==> config.mk <==
export PLATFORM = sky130hd
export DESIGN_NAME = stage_sequencer_flat
export DESIGN_NICKNAME = d
export VERILOG_FILES = /design/src/rtl/stage_seq_pkg.sv /design/src/rtl/stage_sequencer_if.sv /design/src/rtl/stage_next_sel.sv /design/src/rtl/stage_sequencer.sv /design/src/flat_wrapper.sv
export SDC_FILE = /design/constraint.sdc
export NUM_CORES = 1
export LEC_CHECK = 0
export CAP_MARGIN = 20
export CORE_UTILIZATION = 40
export DETAILED_ROUTE_END_ITERATION = 10
export DONT_BUFFER_PORTS = 1
export GPL_TIMING_DRIVEN = 0
export SLEW_MARGIN = 20
export SYNTH_ARGS = -nofsm -noshare
export SYNTH_HDL_FRONTEND = slang
export SYNTH_SLANG_ARGS = --single-unit
==> constraint.sdc <==
create_clock -name clk -period 2.7 [get_ports clk]
set_input_delay 0.81 -clock clk [delete_from_list [all_inputs] [get_ports clk]]
set_output_delay 0.81 -clock clk [all_outputs]
set_load 0.005 [all_outputs]
==> src/rtl/stage_seq_pkg.sv <==
// Shared constants for the stage sequencer: control operation encoding and the FETCH stage index.
package stage_seq_pkg;

   typedef enum logic [1:0] {
      CTRL_TRAP    = 2'b00,
      CTRL_EXT_INT = 2'b01,
      CTRL_SW_INT  = 2'b10,
      CTRL_NORMAL  = 2'b11
   } ctrl_op_e;

   localparam int unsigned STAGE_FETCH = 0;

endpackage

==> src/rtl/stage_sequencer_if.sv <==
// Decoder/CSR/datapath-facing signal bundle of the stage sequencer.
interface stage_sequencer_if
   import stage_seq_pkg::*;
#(
   parameter int unsigned NUM_STAGES = 8,
   parameter int unsigned FAULT_W    = 3
);
   logic [NUM_STAGES-1:0] stage_skip;
   logic                  stall;
   logic                  fault_valid;
   logic [FAULT_W-1:0]    fault_num;
   logic                  ext_int_pending;
   logic                  sw_int_pending;
   logic [NUM_STAGES-1:0] stage_active;
   ctrl_op_e              control_op;
   logic [FAULT_W-1:0]    trap_num;
   logic                  retire;
   logic                  halted;
   logic [31:0]           cycle_count;
   logic [31:0]           retire_count;

   modport master (
      output stage_skip, stall, fault_valid, fault_num, ext_int_pending, sw_int_pending,
      input  stage_active, control_op, trap_num, retire, halted, cycle_count, retire_count
   );

   modport slave (
      input  stage_skip, stall, fault_valid, fault_num, ext_int_pending, sw_int_pending,
      output stage_active, control_op, trap_num, retire, halted, cycle_count, retire_count
   );
endinterface

==> src/rtl/stage_next_sel.sv <==
// Finds the next non-skipped stage above the current one-hot stage; wraps to FETCH if none.
module stage_next_sel
   import stage_seq_pkg::*;
#(
   parameter int unsigned NUM_STAGES = 8
) (
   input  logic [NUM_STAGES-1:0] cur_i,
   input  logic [NUM_STAGES-1:0] skip_i,
   output logic [NUM_STAGES-1:0] next_o,
   output logic                  wrap_o
);
   logic [NUM_STAGES-1:0] above;
   logic [NUM_STAGES-1:0] cand;
   logic                  seen;
   logic                  found;

   always_comb begin
      above = '0;
      seen  = 1'b0;
      for (int j = 0; j < int'(NUM_STAGES); j++) begin
         above[j] = seen;
         seen     = seen | cur_i[j];
      end
      cand   = above & ~skip_i;
      next_o = '0;
      found  = 1'b0;
      for (int j = 0; j < int'(NUM_STAGES); j++) begin
         if (cand[j] && !found) begin
            next_o[j] = 1'b1;
            found     = 1'b1;
         end
      end
      wrap_o = !found;
      if (!found) next_o[STAGE_FETCH] = 1'b1;
   end
endmodule

==> src/rtl/stage_sequencer.sv <==
// One-hot multi-cycle stage sequencer with skip mask, stalls, traps, interrupts and halt.
// Optional STAGE_SEQ_COUNTERS_EN adds free-running cycle and retire counters.
module stage_sequencer
   import stage_seq_pkg::*;
#(
   parameter int unsigned NUM_STAGES   = 8,
   parameter int unsigned DECODE_STAGE = 1,
   parameter int unsigned FAULT_W      = 3
) (
   input  logic              clk,
   input  logic              reset,
   stage_sequencer_if.slave  bus
);
   localparam logic [NUM_STAGES-1:0] FetchOneHot = NUM_STAGES'(1) << STAGE_FETCH;

   logic [NUM_STAGES-1:0] stage_q, stage_d;
   logic [NUM_STAGES-1:0] skip_q, skip_d;
   ctrl_op_e              ctrl_q, ctrl_d;
   logic [FAULT_W-1:0]    trap_q, trap_d;
   logic                  halted_q, halted_d;

   logic [NUM_STAGES-1:0] skip_in;
   logic [NUM_STAGES-1:0] eff_skip;
   logic [NUM_STAGES-1:0] next_stage;
   logic                  wrap;
   logic                  retire;

   // The decode stage itself advances with the freshly decoded mask, not the stale register.
   always_comb begin
      skip_in = bus.stage_skip;
      for (int i = 0; i <= int'(DECODE_STAGE); i++) skip_in[i] = 1'b0;
      eff_skip = stage_q[DECODE_STAGE] ? skip_in : skip_q;
   end

   stage_next_sel #(
      .NUM_STAGES(NUM_STAGES)
   ) u_next_sel (
      .cur_i (stage_q),
      .skip_i(eff_skip),
      .next_o(next_stage),
      .wrap_o(wrap)
   );

   assign retire = (ctrl_q == CTRL_NORMAL) && wrap && !bus.stall && !bus.fault_valid && !halted_q;

   always_comb begin
      stage_d  = stage_q;
      skip_d   = skip_q;
      ctrl_d   = ctrl_q;
      trap_d   = trap_q;
      halted_d = halted_q;
      if (halted_q) begin
         // frozen until reset
      end else if (bus.fault_valid) begin
         if (ctrl_q == CTRL_NORMAL) begin
            stage_d = FetchOneHot;
            skip_d  = '0;
            ctrl_d  = CTRL_TRAP;
            trap_d  = bus.fault_num;
         end else begin
            halted_d = 1'b1;
         end
      end else if (!bus.stall) begin
         stage_d = next_stage;
         if (stage_q[DECODE_STAGE]) skip_d = skip_in;
         if (wrap) begin
            skip_d = '0;
            if (bus.ext_int_pending)     ctrl_d = CTRL_EXT_INT;
            else if (bus.sw_int_pending) ctrl_d = CTRL_SW_INT;
            else                         ctrl_d = CTRL_NORMAL;
         end
      end
   end

   always_ff @(posedge clk) begin
      if (reset) begin
         stage_q  <= FetchOneHot;
         skip_q   <= '0;
         ctrl_q   <= CTRL_NORMAL;
         trap_q   <= '0;
         halted_q <= 1'b0;
      end else begin
         stage_q  <= stage_d;
         skip_q   <= skip_d;
         ctrl_q   <= ctrl_d;
         trap_q   <= trap_d;
         halted_q <= halted_d;
      end
   end

   assign bus.stage_active = stage_q;
   assign bus.control_op   = ctrl_q;
   assign bus.trap_num     = trap_q;
   assign bus.retire       = retire;
   assign bus.halted       = halted_q;

`ifdef STAGE_SEQ_COUNTERS_EN
   logic [31:0] cycle_cnt_q, cycle_cnt_d;
   logic [31:0] retire_cnt_q, retire_cnt_d;

   always_comb begin
      cycle_cnt_d  = cycle_cnt_q;
      retire_cnt_d = retire_cnt_q;
      if (!halted_q) cycle_cnt_d  = cycle_cnt_q + 32'd1;
      if (retire)    retire_cnt_d = retire_cnt_q + 32'd1;
   end

   always_ff @(posedge clk) begin
      if (reset) begin
         cycle_cnt_q  <= '0;
         retire_cnt_q <= '0;
      end else begin
         cycle_cnt_q  <= cycle_cnt_d;
         retire_cnt_q <= retire_cnt_d;
      end
   end

   assign bus.cycle_count  = cycle_cnt_q;
   assign bus.retire_count = retire_cnt_q;
`else
   assign bus.cycle_count  = '0;
   assign bus.retire_count = '0;
`endif
endmodule

==> src/flat_wrapper.sv <==
// flat-port wrapper written by rule: the top's interface ports become plain ports
module stage_sequencer_flat import stage_seq_pkg::*;
#(
   parameter int unsigned NUM_STAGES   = 8,
   parameter int unsigned DECODE_STAGE = 1,
   parameter int unsigned FAULT_W      = 3
)
  (clk, reset, bus_stage_skip, bus_stall, bus_fault_valid, bus_fault_num, bus_ext_int_pending, bus_sw_int_pending, bus_stage_active, bus_control_op, bus_trap_num, bus_retire, bus_halted, bus_cycle_count, bus_retire_count);
  stage_sequencer_if #(.NUM_STAGES(NUM_STAGES), .FAULT_W(FAULT_W)) bus_i ();
  input  logic clk;
  input  logic reset;
  input wire logic [$bits(bus_i.stage_skip)-1:0] bus_stage_skip;
  input wire logic [$bits(bus_i.stall)-1:0] bus_stall;
  input wire logic [$bits(bus_i.fault_valid)-1:0] bus_fault_valid;
  input wire logic [$bits(bus_i.fault_num)-1:0] bus_fault_num;
  input wire logic [$bits(bus_i.ext_int_pending)-1:0] bus_ext_int_pending;
  input wire logic [$bits(bus_i.sw_int_pending)-1:0] bus_sw_int_pending;
  output wire logic [$bits(bus_i.stage_active)-1:0] bus_stage_active;
  output wire logic [$bits(bus_i.control_op)-1:0] bus_control_op;
  output wire logic [$bits(bus_i.trap_num)-1:0] bus_trap_num;
  output wire logic [$bits(bus_i.retire)-1:0] bus_retire;
  output wire logic [$bits(bus_i.halted)-1:0] bus_halted;
  output wire logic [$bits(bus_i.cycle_count)-1:0] bus_cycle_count;
  output wire logic [$bits(bus_i.retire_count)-1:0] bus_retire_count;
  assign bus_i.stage_skip = bus_stage_skip;
  assign bus_i.stall = bus_stall;
  assign bus_i.fault_valid = bus_fault_valid;
  assign bus_i.fault_num = bus_fault_num;
  assign bus_i.ext_int_pending = bus_ext_int_pending;
  assign bus_i.sw_int_pending = bus_sw_int_pending;
  assign bus_stage_active = bus_i.stage_active;
  assign bus_control_op = bus_i.control_op;
  assign bus_trap_num = bus_i.trap_num;
  assign bus_retire = bus_i.retire;
  assign bus_halted = bus_i.halted;
  assign bus_cycle_count = bus_i.cycle_count;
  assign bus_retire_count = bus_i.retire_count;
  stage_sequencer #(.NUM_STAGES(NUM_STAGES), .DECODE_STAGE(DECODE_STAGE), .FAULT_W(FAULT_W)) u_core (.clk(clk), .reset(reset), .bus(bus_i));
endmodule
==> results of run 1 <==
-- worst paths after layout --
check             slack [ns]                       start                         end  depth (start not counted)
setup / recovery       -0.14  u_core.bus.stage_active[0]                  bus_retire                          6
hold / removal          0.50  u_core.bus.stage_active[2]  u_core.bus.stage_active[2]                          2
setup reg to reg        0.58  u_core.bus.stage_active[0]            u_core.skip_q[6]                          7
hold reg to reg         0.50  u_core.bus.stage_active[2]  u_core.bus.stage_active[2]                          2
-- worst reg2reg max path, stage by stage, from the launching register on --
cell	delay (ns)
sky130_fd_sc_hd__dfxtp_4	0.38
sky130_fd_sc_hd__or3_4	0.41
sky130_fd_sc_hd__buf_4	0.17
sky130_fd_sc_hd__a2111oi_4	0.20
sky130_fd_sc_hd__nor3_2	0.11
sky130_fd_sc_hd__or3_4	0.36
sky130_fd_sc_hd__buf_4	0.17
sky130_fd_sc_hd__a32o_1	0.21
-- registers in the layout, indices dropped and copies added, names as in the netlist --
register / cells
u_core.bus.stage_active: 8
u_core.skip_q: 7
u_core.bus.trap_num: 3
u_core.bus.control_op: 2
u_core.bus.halted: 1
-- power groups by stage --
stage          registers [µW]  logic, µW  clock network (µW)
5_1_grt                   351        290                 235
4_1_cts                   348        253                 222
3_3_place_gp              354        243                   0
3_5_place_dp              354        244                   0
6_report                  348        263                 212
2_1_floorplan             349        218                   0
-- placed cells by master (no fill, tap or decap), types with 2 or more instances in the layout --
master / instances
sky130_fd_sc_hd__a21oi_1: 8
sky130_fd_sc_hd__a32o_1: 3
sky130_fd_sc_hd__a32oi_1: 2
sky130_fd_sc_hd__buf_4: 67
sky130_fd_sc_hd__clkbuf_1: 2
sky130_fd_sc_hd__clkbuf_8: 4
sky130_fd_sc_hd__conb_1: 64
sky130_fd_sc_hd__dfxtp_1: 17
sky130_fd_sc_hd__dfxtp_2: 2
sky130_fd_sc_hd__dfxtp_4: 2
sky130_fd_sc_hd__inv_1: 5
sky130_fd_sc_hd__mux2_2: 2
sky130_fd_sc_hd__mux2i_1: 8
sky130_fd_sc_hd__nand2_1: 6
sky130_fd_sc_hd__nand3b_1: 2
sky130_fd_sc_hd__nor2_1: 15
sky130_fd_sc_hd__nor3b_1: 6
sky130_fd_sc_hd__nor4_1: 2
sky130_fd_sc_hd__nor4_4: 2
sky130_fd_sc_hd__nor4b_1: 2
sky130_fd_sc_hd__o221ai_1: 2
sky130_fd_sc_hd__or2_2: 2
sky130_fd_sc_hd__or3_1: 3
sky130_fd_sc_hd__or3_4: 2
-- kinds of logic after synthesis --
group                  share of synthesized area
multiplexers                              0.0765
AO/OA/AOI/OAI                              0.129
flip-flops                                 0.257
other                                    0.00229
AND/OR/NAND/NOR                            0.195
buffers and inverters                      0.340
-- metrics by stage --
step           instances  hold slack, ns  TNS, ns
4_1_cts              303           0.502   -0.147
6_report             303           0.502   -0.141
3_3_place_gp         297           0.506  -0.0600
3_5_place_dp         297           0.516  -0.0615
2_1_floorplan        249           0.477        0
5_1_grt              303           0.519   -0.203
-- layout make-up --
| class | count | area, µm² | share of cell area |
|---|---|---|---|
| Clock buffer | 3 | 41.3 | 0.0201 |
| Clock inverter | 1 | 7.51 | 0.00365 |
| Inverter | 6 | 22.5 | 0.0110 |
| Sequential cell | 21 | 430 | 0.209 |
| Tap cell | 48 | 60.1 | 0.0292 |
| Timing Repair Buffer | 3 | 22.5 | 0.0110 |
| Buffer | 69 | 523 | 0.254 |
| Multi-Input combinational cell | 152 | 948 | 0.461 |
-- repair_timing --
action | CTS | global route
setup buffers | 2 | 1
pin swaps | 7 | 4
setup endpoints to repair | 1 | 1
resized for setup | 10 | 2
hold buffers | 0 | 0
-- metal layers --
metal  global-route usage  vias to the layer above  part of all wire
met5                    0                        -                 0
met4               0.0479                        0             0.012
met3               0.0724                        4              0.14
met2                0.242                       65              0.45
met1                0.167                      498              0.40
li1                     -                      656                 -
==> impl_metrics.env, run 1 <==
export IMPL_critical_path_peak_fanout=7
export IMPL_design_portCount=96
export IMPL_num_fill_cells=359
export IMPL_cpLargestDelayFamily="simple AND/OR/NAND/NOR gates"
export IMPL_post_synth_cell_area_avg_um2=8.79
export IMPL_clk_transition_reported_paths_ns=0.09
export IMPL_timing_final_crit_share=1.05
export IMPL_post_dp_cell_area_um2=1940
export IMPL_synth_main_ff_cell="sky130_fd_sc_hd__dfxtp_1"
export IMPL_clock_tree_from_tritoncts="done"
export IMPL_rsz0062_at_grt="true"
export IMPL_synth_top_cell_area_share=0.294
export IMPL_intPower_uw=569
export IMPL_synthesis_area_um2=1640
export IMPL_critical_path_slowest_cell="sky130_fd_sc_hd__or3_4"
export IMPL_most_frequent_cell_after_synthesis="sky130_fd_sc_hd__buf_4"
export IMPL_gr_usage_all_layers=0.148
export IMPL_final_util=0.541
export IMPL_fp_dieH_um=65.9
export IMPL_via_per_inst=4.04
export IMPL_h_tree_level_count=1
export IMPL_p_sw_frac=0.308
export IMPL_p_sw_uw=254
export IMPL_antenna_found_initial=0
export IMPL_finalMaxSlewViolations=0
export IMPL_vdd_drop_max_uv=271
export IMPL_vias_in_the_first_global_route=994
export IMPL_power_sequential_fraction=0.422
export IMPL_cts_buffers_inserted=3
export IMPL_clkSinkCount=21
export IMPL_largest_net_degree_at_the_start_of_global_routing=14
export IMPL_cts_root_buf="sky130_fd_sc_hd__clkbuf_8"
export IMPL_power_density_nw_per_um2=400
export IMPL_synth_edff_count=0
export IMPL_p_leak_uw=0.00103
export IMPL_total_vias_in_the_final_route=1223
export IMPL_floorplan_core_area_um2=3800
export IMPL_drtPass1Iterations=4
export IMPL_pre_cts_ws_ns=-0.0615
export IMPL_postLayoutCellArea_um2=2060
export IMPL_synthDistinctLibCells=43
export IMPL_die_area_um2=4350
export IMPL_initial_utilization=0.431
export IMPL_grt_overflow_total=0
export IMPL_buffer_ports_inserted=0
export IMPL_finalWeightedCongestion=0.749
export IMPL_die_width_um=65.9
export IMPL_p_clk_frac=0.258
export IMPL_post_synth_main_area_contributors="sky130_fd_sc_hd__buf_4 (29%), sky130_fd_sc_hd__dfxtp_1 (26%), sky130_fd_sc_hd__mux2i_1 (4.9%), sky130_fd_sc_hd__nor2_1 (3.4%), sky130_fd_sc_hd__nor3b_1 (2.8%)"
export IMPL_synth_seq_area_share=0.257
export IMPL_nets=273
export IMPL_critical_path_top_cell_by_count="sky130_fd_sc_hd__or3_4"
export IMPL_setup_viol=1
export IMPL_cts_buffer_depth=2
export IMPL_fin_crit_ns=2.84
export IMPL_synth_cells=186
export IMPL_layout_drive_gt1_share=0.376
export IMPL_antenna_diode_count=0
export IMPL_ant_nets=0
export IMPL_clock_latency_ns=0.27
export IMPL_synth_top_cell_by_area="sky130_fd_sc_hd__buf_4"
export IMPL_failing_checks="negative setup slack"
export IMPL_crit_arrival_ns=2.03
export IMPL_maxCapViolations=0
export IMPL_setup_ws_ns=-0.141
export IMPL_timing_critical_path_to_type="output port"
export IMPL_critical_path_cell_chain="or3_4 > buf_4 > a2111oi_4 > nor3_2 > or3_4 > nor3_4"
export IMPL_skew_ns=0.0106
export IMPL_synth_common_cells="sky130_fd_sc_hd__buf_4 (64), sky130_fd_sc_hd__dfxtp_1 (21), sky130_fd_sc_hd__nor2_1 (15), sky130_fd_sc_hd__a21oi_1 (8), sky130_fd_sc_hd__mux2i_1 (8)"
export IMPL_global_route_wire_length_before_repair_um=4750
export IMPL_critPathLaunchType="flip-flop"
export IMPL_drcViolationCount=0
export IMPL_worst_slew_pin_slew_ns=0.591
export IMPL_outcome="complete, but fails checks"
export IMPL_finalHoldViolCount=0
export IMPL_critPathRequiredTime_ns=1.89
export IMPL_max_clock_freq_mhz=352
export IMPL_postRouteWirelength_um=3090
export IMPL_hold_path_class="reg2reg"
export IMPL_yosys_warnings=0
export IMPL_routed_wire_length_per_instance_um=10.2
export IMPL_worst_path_buf_inv=1
export IMPL_crit_type="reg2out"
export IMPL_post_layout_total_power_uw=823
export IMPL_rows=22
export IMPL_logic_gate_share_of_total_power=0.320
export IMPL_dr_first_iter_drc_count=40
export IMPL_cpPeakStageDelay_ns=0.41
export IMPL_async_reset_ff_frac=0
export IMPL_syn2layout_area_growth_pct=25.7
export IMPL_max_slew_margin_vs_limit=0.600
export IMPL_postSynthRegisterBits=21
No activity file was read; power rests on OpenSTA's default activity.
==> run 2, diff against run 1 <==
- CORE_MARGIN: default -> 4
==> impl_metrics.env, run 2 (same netlist as run 1, synthesis figures left out) <==
export IMPL_final_util=0.562
export IMPL_power_density_nw_per_um2=406
export IMPL_vdd_drop_max_uv=323
export IMPL_cts_buffers_inserted=3
export IMPL_ant_nets=0
export IMPL_setup_ws_ns=-0.0821
export IMPL_finalWeightedCongestion=0.790
export IMPL_die_area_um2=5180
export IMPL_max_slew_margin_vs_limit=0.658
export IMPL_grt_overflow_total=0
export IMPL_critPathLaunchType="flip-flop"
export IMPL_timing_final_crit_share=1.03
export IMPL_maxCapViolations=0
export IMPL_critical_path_cell_chain="or3_4 > a2bb2oi_2 > or2b_1 > or3_4 > nor3_4"
export IMPL_met2_wire_length_um=1680
export IMPL_placedCellCount=297
export IMPL_global_route_wire_length_before_repair_um=5310
export IMPL_outcome="complete, but fails checks"
export IMPL_largest_register_ff_count=8
export IMPL_routed_wire_length_per_instance_um=11.1
export IMPL_floorplan_core_area_um2=3800
export IMPL_fp_dieH_um=71.9
export IMPL_syn2layout_area_growth_pct=30.5
export IMPL_critical_path_top_cell_by_count="sky130_fd_sc_hd__or3_4"
export IMPL_critical_path_peak_fanout=4
export IMPL_gr_usage_all_layers=0.128
export IMPL_clock_tree_from_tritoncts="done"
export IMPL_dr_first_iter_drc_count=53
export IMPL_cts_buffer_depth=2
export IMPL_worst_slew_pin_slew_ns=0.512
export IMPL_skew_ns=0.00280
export IMPL_postRouteWirelength_um=3490
export IMPL_antenna_diode_count=0
export IMPL_most_common_library_cell_in_the_layout_ignoring_fill_and_taps="sky130_fd_sc_hd__buf_4"
export IMPL_fin_crit_ns=2.78
export IMPL_layout_drive_gt1_share=0.406
export IMPL_antenna_found_initial=0
export IMPL_timing_critical_path_to_type="output port"
export IMPL_cpLargestDelayFamily="simple AND/OR/NAND/NOR gates"
export IMPL_cpPeakStageDelay_ns=0.43
export IMPL_total_vias_in_the_final_route=1255
export IMPL_failing_checks="negative setup slack"
export IMPL_final_cell_count_no_fill=314
export IMPL_hold_path_class="reg2reg"
export IMPL_initial_utilization=0.431
export IMPL_rsz0062_at_grt="true"
export IMPL_crit_arrival_ns=1.97
export IMPL_met3_wirelength_um=372
export IMPL_critical_path_slowest_cell="sky130_fd_sc_hd__or3_4"
export IMPL_setup_viol=1
export IMPL_clock_latency_ns=0.26
export IMPL_mostFrequentLayoutCells="sky130_fd_sc_hd__buf_4 (78), sky130_fd_sc_hd__conb_1 (64), sky130_fd_sc_hd__dfxtp_1 (17), sky130_fd_sc_hd__nor2_1 (15)"
export IMPL_die_width_um=71.9
export IMPL_clkSinkCount=21
export IMPL_max_clock_freq_mhz=359
export IMPL_finalHoldViolCount=0
export IMPL_via_per_inst=4.00
export IMPL_met1Wirelength_um=1420
export IMPL_clk_transition_reported_paths_ns=0.08
export IMPL_drcViolationCount=0
export IMPL_p_leak_uw=0.00109
export IMPL_post_layout_total_power_uw=866
export IMPL_design_portCount=96
export IMPL_rows=22
export IMPL_highest_layer="met4"
export IMPL_crit_type="reg2out"
export IMPL_critPathRequiredTime_ns=1.89
export IMPL_dp_hpwl_um=2710
export IMPL_drtPass1Iterations=4
export IMPL_finalMaxSlewViolations=0
export IMPL_vias_in_the_first_global_route=1110
export IMPL_largest_net_degree_at_the_start_of_global_routing=12
export IMPL_worst_path_buf_inv=0
export IMPL_cts_root_buf="sky130_fd_sc_hd__clkbuf_8"
export IMPL_nets=284
export IMPL_buffer_ports_inserted=0
export IMPL_h_tree_level_count=1
-- run 2: cell types whose count changed in the layout (fill, tap and decap cells not counted) --
cell	delta
sky130_fd_sc_hd__clkbuf_1	+1
sky130_fd_sc_hd__inv_1	-1
sky130_fd_sc_hd__nor4b_1	-1
sky130_fd_sc_hd__clkinvlp_4	-1
sky130_fd_sc_hd__inv_2	+1
sky130_fd_sc_hd__buf_4	+11
sky130_fd_sc_hd__nor4b_2	+1
sky130_fd_sc_hd__a2bb2oi_2	+1
sky130_fd_sc_hd__buf_6	-1
sky130_fd_sc_hd__a2bb2oi_4	-1
sky130_fd_sc_hd__buf_8	+1
-- run 2: worst paths after layout --
| kind | from | to | slack, ns | depth (start not counted) |
|---|---|---|---|---|
| worst max-delay path | u_core.bus.stage_active[3] | bus_retire | -0.08 | 5 |
| worst min-delay path | u_core.bus.stage_active[2] | u_core.bus.stage_active[2] | 0.50 | 2 |
| worst max register to register | u_core.bus.stage_active[1] | u_core.bus.stage_active[7] | 0.10 | 16 |
| worst min register to register | u_core.bus.stage_active[2] | u_core.bus.stage_active[2] | 0.50 | 2 |
-- run 2: stage by stage --
step | setup TNS [ns] | cell area (µm²) | setup WS (ns) | hold slack (ns)
floorplan | 0 | 1880 | 0.0527 | 0.477
detailed placement | -0.0492 | 1940 | -0.0492 | 0.511
global route | -0.152 | 2130 | -0.152 | 0.544
global placement | -0.0465 | 1940 | -0.0465 | 0.512
finish | -0.0821 | 2130 | -0.0821 | 0.499
CTS | -0.125 | 2120 | -0.125 | 0.504
-- run 2: worst register-to-register path, stage by stage, from the launching register on --
cell and delay, ns:
sky130_fd_sc_hd__dfxtp_4 0.41, sky130_fd_sc_hd__buf_8 0.14, sky130_fd_sc_hd__inv_2 0.06, sky130_fd_sc_hd__a2bb2oi_2 0.16
sky130_fd_sc_hd__buf_4 0.13, sky130_fd_sc_hd__buf_4 0.12, sky130_fd_sc_hd__buf_4 0.13, sky130_fd_sc_hd__buf_4 0.12
sky130_fd_sc_hd__buf_4 0.12, sky130_fd_sc_hd__buf_4 0.12, sky130_fd_sc_hd__buf_4 0.12, sky130_fd_sc_hd__buf_4 0.12
sky130_fd_sc_hd__buf_4 0.12, sky130_fd_sc_hd__buf_4 0.12, sky130_fd_sc_hd__nor4b_2 0.17, sky130_fd_sc_hd__o211a_1 0.15
sky130_fd_sc_hd__a31o_2 0.20
-- run 2: where the power goes --
part	total [µW]	internal [µW]	switching, µW
registers	348	327	20.9
logic	311	175	137
clock network	207	105	102
total	866	607	259
-- run 2: layer usage --
metal	up-vias	track usage
li1	672	-
met1	522	0.150
met2	57	0.224
met3	4	0.0485
met4	0	0.0251
met5	-	0
-- run 2: what timing repair did --
| action | in CTS | in global routing |
|---|---|---|
| pin swaps | 6 | 0 |
| hold buffers | 0 | 0 |
| buffers inserted | 13 | 1 |
| setup endpoints to repair | 1 | 4 |
| gates resized for setup | 10 | 4 |
-- run 2: area by class of cell --
| class | count | area (µm²) |
|---|---|---|
| Buffer | 69 | 527 |
| Clock buffer | 4 | 45.0 |
| Fill cell | 348 | 1670 |
| Inverter | 6 | 22.5 |
| Multi-Input combinational cell | 152 | 943 |
| Sequential cell | 21 | 430 |
| Tap cell | 48 | 60.1 |
| Timing Repair Buffer | 14 | 105 |
==> run 3, diff against run 2 <==
- CORE_MARGIN: 4 -> 1
==> results of run 3 <==
The final DEF is identical to that of run 1; final timing and power are the same.
